==> src/rtl/conv_pkg.sv <==
// Shared K=3 (7,5) convolutional code definitions for the encoder and Viterbi decoder.
// Latency: n/a (constants, types and pure functions only).
// Backpressure: n/a.
package conv_pkg;

   localparam int         K         = 3;
   localparam int         M         = K - 1;
   localparam int         MAX_FRAME = 32;
   localparam logic [2:0] G0        = 3'b111;
   localparam logic [2:0] G1        = 3'b101;

   typedef enum logic [1:0] {
      IDLE   = 2'd0,
      LOAD   = 2'd1,
      ENCODE = 2'd2,
      TAIL   = 2'd3
   } enc_state_t;

   // Register layout is {st[1], st[0], b}; the newest bit sits in the LSB.
   function automatic logic [1:0] conv_sym(input logic [1:0] st, input logic b);
      logic [2:0] r;
      r = {st, b};
      return {^(r & G0), ^(r & G1)};
   endfunction

   function automatic logic [1:0] conv_next(input logic [1:0] st, input logic b);
      return {st[0], b};
   endfunction

endpackage

==> src/rtl/conv_enc_trellis.sv <==
// One trellis step: (state, input bit) -> (symbol {g0,g1}, next state).
// Latency: combinational.
// Backpressure: none; pure function of its inputs.
module conv_enc_trellis (
   input  logic [1:0] st,
   input  logic       b,
   output logic [1:0] sym,
   output logic [1:0] next_st
);
   import conv_pkg::*;

   always_comb begin
      sym     = conv_sym(st, b);
      next_st = conv_next(st, b);
   end

endmodule

==> src/rtl/conv_encoder_k3.sv <==
// Frame-buffered rate-1/2 K=3 encoder; CONV_ENC_TAIL_EN appends a 2-symbol zero tail.
// Latency: first symbol valid the cycle after start; one symbol per cycle with sym_ready high.
// Backpressure: sym_out/sym_valid hold while sym_ready is low; in_ready drops when the buffer is full.
module conv_encoder_k3 #(
   parameter int MAX_FRAME = 32
) (
   input  logic       clk,
   input  logic       rst,
   input  logic       in_valid,
   input  logic       in_bit,
   output logic       in_ready,
   input  logic       start,
   output logic       sym_valid,
   output logic [1:0] sym_out,
   input  logic       sym_ready,
   output logic       sym_last,
   output logic       busy,
   output logic       frame_done
);
   import conv_pkg::*;

`ifdef CONV_ENC_TAIL_EN
   localparam bit TAIL_EN = 1'b1;
`else
   localparam bit TAIL_EN = 1'b0;
`endif

   localparam int         AW  = $clog2(MAX_FRAME);
   localparam logic [5:0] CAP = 6'(TAIL_EN ? MAX_FRAME - 2 : MAX_FRAME);

   enc_state_t state, state_nxt;
   logic [5:0] count, len, idx;
   logic [1:0] enc_st;
   logic       tail_cnt;
   logic       frame_buf [MAX_FRAME];

   logic       loading, accept, go, hs, enc_last, cur_b, done_nxt;
   logic [1:0] t_sym, t_next;

   conv_enc_trellis u_trellis (
      .st      (enc_st),
      .b       (cur_b),
      .sym     (t_sym),
      .next_st (t_next)
   );

   always_comb begin
      loading   = (state == IDLE) || (state == LOAD);
      busy      = (state == ENCODE) || (state == TAIL);
      in_ready  = loading && (count < CAP);
      accept    = in_valid && in_ready;
      // A bit accepted alongside start still counts toward a non-empty frame.
      go        = loading && start && ((count != 6'd0) || accept);
      sym_valid = busy;
      hs        = sym_valid && sym_ready;
      cur_b     = (state == ENCODE) ? frame_buf[idx[AW-1:0]] : 1'b0;
      sym_out   = sym_valid ? t_sym : 2'b00;
      enc_last  = (state == ENCODE) && (idx == len - 6'd1);
      sym_last  = (enc_last && !TAIL_EN) || ((state == TAIL) && tail_cnt);
      done_nxt  = hs && sym_last;
   end

   always_comb begin
      state_nxt = state;
      case (state)
         IDLE, LOAD: begin
            if (go)          state_nxt = ENCODE;
            else if (accept) state_nxt = LOAD;
         end
         ENCODE: begin
            if (hs && enc_last) state_nxt = TAIL_EN ? TAIL : IDLE;
         end
         TAIL: begin
            if (hs && tail_cnt) state_nxt = IDLE;
         end
         default: state_nxt = IDLE;
      endcase
   end

   always_ff @(posedge clk) begin
      if (rst) begin
         state      <= IDLE;
         count      <= 6'd0;
         len        <= 6'd0;
         idx        <= 6'd0;
         enc_st     <= 2'b00;
         tail_cnt   <= 1'b0;
         frame_done <= 1'b0;
      end else begin
         state      <= state_nxt;
         frame_done <= done_nxt;
         if (accept) count <= count + 6'd1;
         if (go) begin
            len      <= count + {5'd0, accept};
            enc_st   <= 2'b00;
            idx      <= 6'd0;
            tail_cnt <= 1'b0;
         end
         if (hs) begin
            enc_st <= t_next;
            if (state == ENCODE) idx <= idx + 6'd1;
            if (state == TAIL)   tail_cnt <= tail_cnt + 1'b1;
         end
         if (done_nxt) count <= 6'd0;
      end
   end

   // Buffer holds no reset; stale contents are never read past len.
   always_ff @(posedge clk) begin
      if (accept) frame_buf[count[AW-1:0]] <= in_bit;
   end

endmodule

==> config.mk <==
export PLATFORM = sky130hd
export DESIGN_NAME = conv_encoder_k3
export DESIGN_NICKNAME = d
export VERILOG_FILES = /design/src/rtl/conv_pkg.sv /design/src/rtl/conv_enc_trellis.sv /design/src/rtl/conv_encoder_k3.sv
export SDC_FILE = /design/constraint.sdc
export NUM_CORES = 1
export LEC_CHECK = 0
export CORE_MARGIN = 3
export CORE_UTILIZATION = 40
export DETAILED_ROUTE_END_ITERATION = 16
export HOLD_SLACK_MARGIN = 0.08
export SETUP_SLACK_MARGIN = 0.3
export SYNTH_ARGS = -nofsm -noshare
export SYNTH_HDL_FRONTEND = slang
export SYNTH_SLANG_ARGS = --single-unit
==> constraint.sdc <==
create_clock -name clk -period 4.5 [get_ports clk]
set_input_delay 1.125 -clock clk [delete_from_list [all_inputs] [get_ports clk]]
set_output_delay 1.125 -clock clk [all_outputs]
set_load 0.005 [all_outputs]
==> out/metrics.cfg, run 1 <==
[clocking]
cts_setup_buffers=0
cts_max_level=2
cts_tree=yes
cts.clk_slew.worst_paths_ns=0.10
cts_max_path_buffers=2
clock_sinks=56
cts_root_buffer=clkbuf_8
cts.repair.resized=0
ctsHoldBuffers=0
insertion_delay_ns=0.31
cts_buffers=5

[worst_setup_path]
r2r_end=state[0]$_SDFFE_PP0P_
crit_fanout=13
critPathKind=reg2out
cp-end-kind=primary output
r2r_setup_slack_ns=2.35
worstReg2RegStart=state[1]$_SDFFE_PP0P_
crit_path_start_kind=register
ff2ff_path_depth=6
crit_required_ns=3.38
critical_path_arrival_ns=2.83

[route]
drc_errors=0
viasPerCell=5.16
drt-met1-wl_um=2690
wl_met3_um=136
wl_um=5300
drt_iter0_drc=111
via_count=1935
ant_nets=0
wl_per_cell_um=14.1
routed.top_layer=met4
route.met2.wl_um=2410
first_pass_iters=4

[sta]
slew_headroom=0.382
finalCritPeriodShare=0.878
slew_violations=0
hold_viol=0
fmax_mhz=253
period_minus_slack_ns=3.95
rsz0062_at_grt=no
tns_ns=0
fin_worst_skew_ns=0.00453
setup_viol=0
worst_pin_slew_ns=0.925

[run]
drv_cap=0

[die]
ios=13
start_util=0.416
core_um2=6870
fp.dieArea_um2=8190
num_rows=30
die_w_um=90.5
die_y_um=90.5

[finish]
syn_to_final_growth_pct=9.85
design_area_um2=3140
layout-drive-gt1-share=0.0896
layout.nets=292
fill_cells=638
num_antenna_cells=0

[power_and_ir_drop]
p_seq_frac=0.564
powerDensity_nw_per_um2=323
comb_power_share=0.114
peakVddDrop_mv=0.131
p_sw_w=0.000245
swShare=0.242
leakage_nw=1.01
power.share.clock=0.322
internal_power_w=0.000768

[placement]
place_congestion=0.765
place_area_um2=3030
port_buffers=12
dp_hpwl_um=3690

[synth]
async_flop_share=0
synth_edf_count=32
synth_cells=274
synth-compound-area-share=0.105
yosysWarnings=0
ys_types=50
synth-xor-area-share=0.0582
avgSynthCellArea_um2=10.4
synth_top_family_by_area=simple AND/OR/NAND/NOR gates
ys_ff_latch=56
synth_ff_type=edfxtp_1
synthMuxAreaShare=0.0749
yosys.area_share.adder=0.0350
synth_simple_gate_area_frac=0.184
syn_nets=288
netlist_area_um2=2860
seq_area_frac_synth=0.504

[global_route]
overflow=0
antenna_found_initial=0
grt_pass1_wl_um=9360
grt_pass1_vias=1850
grt_util_all_layers=0.141
grt_max_degree=33

[worst_hold_path]
hold-path-endpoint=len[1]$_SDFFE_PP0P_
hold_path.class=reg2reg
hold_depth=2
hold_path.startpoint=len[1]$_SDFFE_PP0P_

[outcome]
outcome=finished clean

-- power by group through the flow --
stage,clock (W),combinational (W),sequential (W)
2_1_floorplan,0,0.0000915,0.000574
3_3_place_gp,0,0.000115,0.000583
3_5_place_dp,0,0.000116,0.000583
4_1_cts,0.000333,0.000117,0.000571
5_1_grt,0.000356,0.000131,0.000574
6_report,0.000327,0.000115,0.000572
-- area by class of cell --
| type | instances | area (um2) | share of cell area |
|---|---|---|---|
| multi-input cells | 194 | 1310 | 0.416 |
| well taps | 96 | 120 | 0.0383 |
| repair buffers | 14 | 135 | 0.0430 |
| inverters | 7 | 26.3 | 0.00837 |
| flip-flops and latches | 56 | 1440 | 0.459 |
| clock buffers | 5 | 68.8 | 0.0219 |
| clock inverters | 3 | 42.5 | 0.0136 |
-- synthesized netlist by cell type, types with 3 or more instances --
| cell | number | share of area |
|---|---|---|
| nor2_1 | 59 | 0.077 |
| mux2i_1 | 3 | 0.011 |
| a21oi_1 | 11 | 0.019 |
| edfxtp_1 | 32 | 0.34 |
| nand3_1 | 16 | 0.028 |
| nor3_1 | 3 | 0.0053 |
| mux4_1 | 5 | 0.046 |
| nor3b_1 | 3 | 0.0079 |
| a211oi_1 | 5 | 0.013 |
| and2_1 | 4 | 0.0088 |
| dfxtp_1 | 24 | 0.17 |
| clkbuf_1 | 11 | 0.014 |
| ha_1 | 8 | 0.035 |
| a311oi_1 | 3 | 0.0092 |
| nand2_1 | 20 | 0.026 |
| o21ai_0 | 3 | 0.0053 |
| inv_1 | 7 | 0.0092 |
| xor2_1 | 7 | 0.021 |
| xnor2_1 | 12 | 0.037 |
-- placed cells by master, fill, tap and decap left out, types with 2 or more instances in the layout --
master           Yosys  routed
a41oi_1              2       2
o21ai_0              3       3
a311oi_1             3       3
and3_1               2       2
buf_4                1       2
or2_2                2       2
xor2_1               7       7
a21oi_1             11      11
nor3_1               3       3
clkdlybuf4s50_1      0      12
nor3b_1              3       3
edfxtp_1            32      32
mux4_1               5       5
inv_1                7       7
and2_1               4       4
nor2_1              59      59
nand2_1             20      20
nand3_1             16      16
xnor2_1             12      12
a211oi_1             5       5
clkbuf_8             0       5
mux2i_1              3       3
ha_1                 8       8
nand3b_1             2       2
dfxtp_1             24      24
mux2_4               2       2
-- how the worst max path moves through the flow --
stage,from,endpoint,slack (ns),depth (start not counted)
after floorplan,idx[0]$_SDFF_PP0_,sym_out[1],1.76,7
after global placement,idx[0]$_SDFF_PP0_,sym_out[0],0.92,7
after detailed placement,idx[0]$_SDFF_PP0_,sym_out[1],0.86,7
after CTS,idx[0]$_SDFF_PP0_,sym_out[1],0.50,7
after global routing,idx[0]$_SDFF_PP0_,sym_out[0],0.37,7
final,idx[0]$_SDFF_PP0_,sym_out[1],0.55,7
-- cell families after synthesis --
| family | after synthesis |
|---|---|
| fa+ha+maj | 8 |
| compound gates | 38 |
| buf+inv | 24 |
| flops | 56 |
| xor+xnor | 19 |
| simple gates | 117 |
| mux | 12 |
-- registers in the layout, summed over array words and instances (netlist names) --
| register | flops |
|---|---|
| idx | 6 |
| count | 6 |
| enc_st | 2 |
| tail_cnt | 1 |
| state | 2 |
| len | 6 |
| frame_buf | 32 |
| frame_done | 1 |
-- per-layer routing --
layer | vias up | track usage
met5 | - | 0
met4 | 0 | 0.0434
met3 | 4 | 0.0292
met2 | 28 | 0.215
met1 | 923 | 0.201
li1 | 980 | -
-- critical path: stages, from the launching register on --
cell and delay (ns):
dfxtp_1 0.68, mux4_1 0.63, mux2i_1 0.21, o221ai_2 0.14, nand3_2 0.12, xnor2_1 0.12
and2_1 0.13, clkdlybuf4s50_1 0.49
-- metrics by stage --
| stage | utilization | hold slack, ns | setup WS, ns | total power [W] | std cells |
|---|---|---|---|---|---|
| global route | 0.457 | 0.533 | 0.369 | 0.00106 | 375 |
| detailed placement | 0.441 | 0.476 | 0.862 | 0.000699 | 367 |
| global placement | 0.441 | 0.470 | 0.917 | 0.000698 | 367 |
| finish | 0.457 | 0.491 | 0.548 | 0.00101 | 375 |
| CTS | 0.457 | 0.490 | 0.498 | 0.00102 | 375 |
| floorplan | - | 0.449 | 1.76 | 0.000665 | 274 |
Power figures use the tool's default switching activity.
==> run 2: changes to the inputs <==
- CAP_MARGIN: unset -> 40
- CTS_BUF_LIST: unset -> sky130_fd_sc_hd__clkbuf_16
==> run 2 against run 1 <==
  * Worst hold slack worse by 0.0037 ns
  * Utilization up 1.1 points
  * Sequential power about the same
  * Final cell count up 0.27%
  * Cell area up 2.4%
  * Highest routed layer unchanged
==> out/metrics.cfg, run 2 (same netlist as run 1, synthesis figures left out) <==
[clocking]
insertion_delay_ns=0.29  ; -0.02 ns
cts_tree=yes
ctsHoldBuffers=0  ; unchanged
cts_root_buffer=clkbuf_16
clock_sinks=56  ; unchanged
cts.repair.resized=0  ; unchanged
cts_buffers=5  ; unchanged
cts_setup_buffers=0  ; unchanged
cts_max_level=2  ; unchanged
cts_max_path_buffers=2  ; unchanged
cts.clk_slew.worst_paths_ns=0.07  ; -0.03 ns

[finish]
layout-drive-gt1-share=0.0929  ; +0.00325
fin_util=0.468  ; +0.0111
syn_to_final_growth_pct=12.5
largest_reg_flops=32  ; unchanged
fill_cells=636  ; -0.31%
layout_common_cells=59 x nor2_1, 32 x edfxtp_1, 24 x dfxtp_1
mostFrequentLayoutCell=nor2_1
num_antenna_cells=0  ; unchanged
layout.nets=293  ; +0.34%
final_cells=376  ; +0.27%

[sta]
fin_worst_skew_ns=0.00547  ; +0.000935 ns
worst_pin_slew_ns=0.675  ; -0.249 ns
period_minus_slack_ns=3.93  ; -0.0219 ns
slew_violations=0  ; unchanged
fmax_mhz=254  ; +0.56%
whs_ns=0.487  ; -0.00369 ns
slew_headroom=0.548  ; +0.167
rsz0062_at_grt=no
finalCritPeriodShare=0.873  ; -0.00488
setup_viol=0  ; unchanged
tns_ns=0  ; unchanged
hold_viol=0  ; unchanged

[global_route]
grt_pass1_vias=1874  ; +1.3%
overflow=0  ; unchanged
antenna_found_initial=0  ; unchanged
grtUsageMet1=0.198  ; -0.00288
grt_util_all_layers=0.141  ; +0.000483
grt.met3_usage=0.0233  ; -0.00583
top_usage_layer=met2
met2_usage=0.224  ; +0.00926
grt_max_degree=19  ; -42%
grt_pass1_wl_um=9440  ; +0.89%

[die]
num_rows=30  ; unchanged
fp.dieArea_um2=8190  ; unchanged
ios=13  ; unchanged
core_um2=6870  ; unchanged
die_w_um=90.5  ; unchanged
die_y_um=90.5  ; unchanged
start_util=0.416  ; unchanged

[placement]
place_congestion=0.765  ; unchanged
dp_cells=368  ; +0.27%
dp_hpwl_um=3760  ; +1.9%
port_buffers=12  ; unchanged

[worst_hold_path]
hold_path.startpoint=len[1]$_SDFFE_PP0P_
hold_depth=2  ; unchanged
hold-path-endpoint=len[1]$_SDFFE_PP0P_
hold_path.class=reg2reg

[worst_setup_path]
ff2ff_path_depth=6  ; unchanged
worstReg2RegStart=state[1]$_SDFFE_PP0P_
critPathKind=reg2out
r2r_end=count[2]$_SDFFE_PP0P_
r2r_setup_slack_ns=2.32  ; -0.03 ns
crit_path_start_kind=register
critical_path_arrival_ns=2.80  ; -0.03 ns
path_buf_inv=1  ; unchanged
cp-end-kind=primary output
cp_top_family=multiplexers
slowest_stage=dfxtp_1
cpPeakStageDelay_ns=0.68  ; about the same
crit_chain=mux4_1, mux2i_1, o221ai_2, nand3_2, xnor2_1, and2_1, clkdlybuf4s50_1
crit_fanout=13  ; unchanged
crit_required_ns=3.38  ; about the same

[outcome]
outcome=finished clean

[route]
ant_nets=0  ; unchanged
viasPerCell=5.17  ; +0.25%
wl_um=5400  ; +1.9%
drc_errors=0  ; unchanged
drt_iter0_drc=119  ; +7.2%
first_pass_iters=4  ; unchanged
wl_per_cell_um=14.4  ; +1.7%
via_count=1945  ; +0.52%

[power_and_ir_drop]
powerDensity_nw_per_um2=352  ; +8.9%
leakage_nw=1.05  ; +4.1%
peakVddDrop_mv=0.198  ; +51%

[run]
drv_cap=0  ; unchanged

-- run 2: power breakdown --
group / leakage, nW / internal (W) / switching [W]
sequential: 0.483 / 0.000552 / 0.0000193
clock: 0.0840 / 0.000265 / 0.000177
combinational: 0.487 / 0.0000526 / 0.0000646
total: 1.05 / 0.000869 / 0.000261
-- run 2: worst max path at each step --
stage	from	to	slack, ns	cells after the start
2_1_floorplan	idx[0]$_SDFF_PP0_	sym_out[1]	1.76	7
3_3_place_gp	idx[0]$_SDFF_PP0_	sym_out[0]	0.92	7
3_5_place_dp	idx[0]$_SDFF_PP0_	sym_out[0]	0.86	7
4_1_cts	idx[0]$_SDFF_PP0_	sym_out[0]	0.53	7
5_1_grt	idx[0]$_SDFF_PP0_	sym_out[0]	0.40	7
6_report	idx[0]$_SDFF_PP0_	sym_out[1]	0.57	7
-- run 2: area by class of cell --
| cell class | count | area (um2) | area share |
|---|---|---|---|
| clock buffers | 5 | 125 | 0.0389 |
| well taps | 96 | 120 | 0.0374 |
| repair buffers | 15 | 150 | 0.0467 |
| flip-flops and latches | 56 | 1440 | 0.448 |
| clock inverters | 3 | 47.5 | 0.0148 |
| inverters | 7 | 26.3 | 0.00817 |
| multi-input cells | 194 | 1310 | 0.406 |
-- run 2: worst reg2reg max path: stages, from the launching register on --
cell	delay [ns]
dfxtp_1	0.58
nor2b_1	0.40
o211ai_1	0.18
a211oi_2	0.28
a32oi_1	0.17
o21bai_2	0.36
nor2_1	0.09
-- run 2: per-stage QoR --
stage / total power [W] / area (um2) / worst slack (ns)
after floorplan: 0.000665 / 2860 / 1.76
after global placement: 0.000698 / 3030 / 0.917
after detailed placement: 0.000700 / 3040 / 0.857
after CTS: 0.00114 / 3220 / 0.531
after global routing: 0.00118 / 3220 / 0.403
final: 0.00113 / 3220 / 0.570
-- run 2: per-layer routing --
metal,part of all wire,up-vias
met5,0,-
met4,0.012,0
met3,0.027,5
met2,0.46,32
met1,0.50,927
li1,-,981
==> run 3: changes to the inputs <==
- CAP_MARGIN: 40 -> unset
- GPL_ROUTABILITY_DRIVEN: unset -> 0
==> run 3 against run 2 <==
  * Worst hold slack got worse by 0.0033 ns
  * Critical path type unchanged
  * Via count shrank 0.77%
  * Highest routed layer unchanged
  * Clock skew shrank 0.00078 ns
  * Clock-buffer cell count is the same
  * Cell area decreased by 0.62%
  * Largest cell class unchanged
  * First-iteration DRC count increased by 0.84%
==> out/metrics.cfg, run 3 (same netlist as run 1, synthesis figures left out) <==
[finish]
mostFrequentLayoutCell=nor2_1
num_antenna_cells=0  ; unchanged
largest_reg_flops=32  ; unchanged
syn_to_final_growth_pct=11.8
layout-drive-gt1-share=0.0896  ; -0.00325
layout_common_cells=59 x nor2_1, 32 x edfxtp_1, 24 x dfxtp_1
fin_util=0.465  ; -0.00292
fill_cells=632  ; -0.63%
layout.nets=292  ; -0.34%

[die]
core_um2=6870  ; unchanged
die_w_um=90.5  ; unchanged
fp.dieArea_um2=8190  ; unchanged
start_util=0.416  ; unchanged
num_rows=30  ; unchanged
ios=13  ; unchanged
die_y_um=90.5  ; unchanged

[clocking]
insertion_delay_ns=0.28  ; about the same
cts_max_level=2  ; unchanged
cts_buffers=5  ; unchanged
ctsHoldBuffers=0  ; unchanged
cts_setup_buffers=0  ; unchanged
cts.clk_slew.worst_paths_ns=0.07  ; about the same
cts_max_path_buffers=2  ; unchanged
cts.repair.resized=0  ; unchanged
cts_tree=yes
clock_sinks=56  ; unchanged
cts_root_buffer=clkbuf_16

[placement]
dp_hpwl_um=3690  ; -1.9%
port_buffers=12  ; unchanged
post-place-ws_ns=0.862  ; +0.00480 ns

[sta]
fin_worst_skew_ns=0.00469  ; -0.000778 ns
hold_viol=0  ; unchanged
setup_viol=0  ; unchanged
worst_pin_slew_ns=0.980  ; +0.305 ns
finalCritPeriodShare=0.875  ; +0.00132
slew_violations=0  ; unchanged
fmax_mhz=254  ; -0.15%
fin_ws_ns=0.564  ; -0.00595 ns
tns_ns=0  ; unchanged
whs_ns=0.484  ; -0.00327 ns
slew_headroom=0.344  ; -0.204
period_minus_slack_ns=3.94  ; +0.00595 ns
rsz0062_at_grt=no

[route]
viasPerCell=5.15  ; -0.51%
wl_um=5320  ; -1.5%
first_pass_iters=4  ; unchanged
wl_per_cell_um=14.2  ; -1.2%
ant_nets=0  ; unchanged
drc_errors=0  ; unchanged
via_count=1930  ; -0.77%
drt_iter0_drc=120  ; +0.84%

[power_and_ir_drop]
powerDensity_nw_per_um2=350  ; -0.53%
peakVddDrop_mv=0.178  ; -10%
leakage_nw=1.04  ; -1.5%
power.total_w=0.00112  ; -1.2%
power.share.clock=0.385  ; -0.006
p_sw_w=0.000252  ; -3.3%
p_seq_frac=0.512  ; +0.006
internal_power_w=0.000865  ; -0.51%
comb_power_share=0.103  ; about the same
swShare=0.226  ; -0.00502

[worst_setup_path]
critical_path_arrival_ns=2.81  ; about the same
crit_required_ns=3.38  ; about the same
crit_fanout=13  ; unchanged
cp-end-kind=primary output
crit_path_start_kind=register
critPathKind=reg2out

[outcome]
outcome=finished clean

[global_route]
grt_pass1_vias=1846  ; -1.5%
grt_pass1_wl_um=9350  ; -0.95%
grt_max_degree=33  ; +14
grt_util_all_layers=0.140  ; -0.00135
antenna_found_initial=0  ; unchanged
overflow=0  ; unchanged

[run]
drv_cap=0  ; unchanged

[worst_hold_path]
hold_path.class=reg2reg

==> run 3: worst paths after layout <==
check | to | startpoint | slack, ns | cells after the start
worst max-delay path | sym_out[1] | idx[0]$_SDFF_PP0_ | 0.56 | 7
worst max register to register | state[0]$_SDFFE_PP0P_ | state[1]$_SDFFE_PP0P_ | 2.35 | 6
worst min register to register | len[1]$_SDFFE_PP0P_ | len[1]$_SDFFE_PP0P_ | 0.48 | 2
worst min-delay path | len[1]$_SDFFE_PP0P_ | len[1]$_SDFFE_PP0P_ | 0.48 | 2
==> run 3: routing by layer <==
layer | global-route usage | vias to the layer above | part of all wire
li1 | - | 980 | -
met1 | 0.203 | 913 | 0.51
met2 | 0.213 | 35 | 0.45
met3 | 0.0267 | 2 | 0.031
met4 | 0.0395 | 0 | 0.0077
met5 | 0 | - | 0
==> run 3: layout make-up <==
class,count,area (um2),area share
clock buffers,5,125,0.0392
clock inverters,3,42.5,0.0133
inverters,7,26.3,0.00822
multi-input cells,194,1310,0.408
flip-flops and latches,56,1440,0.451
well taps,96,120,0.0376
repair buffers,14,135,0.0423
==> run 3: power groups by stage <==
stage,logic [W],registers [W],clock network [W]
after CTS,0.000116,0.000572,0.000440
after global routing,0.000132,0.000574,0.000462
after detailed placement,0.000116,0.000583,0
after global placement,0.000115,0.000583,0
after floorplan,0.0000915,0.000574,0
final,0.000115,0.000572,0.000430
==> run 3: through the flow <==
stage	std cells	area, um2
final	375	3200
after CTS	375	3200
after floorplan	274	2860
after global placement	367	3030
after detailed placement	367	3030
after global routing	375	3200
==> run 3: worst max-delay path, cell delays in order, from the launching register on <==
cell	delay (ns)
dfxtp_1	0.68
mux4_1	0.63
mux2i_1	0.21
o221ai_2	0.14
nand3_2	0.13
xnor2_1	0.12
and2_1	0.13
clkdlybuf4s50_1	0.49
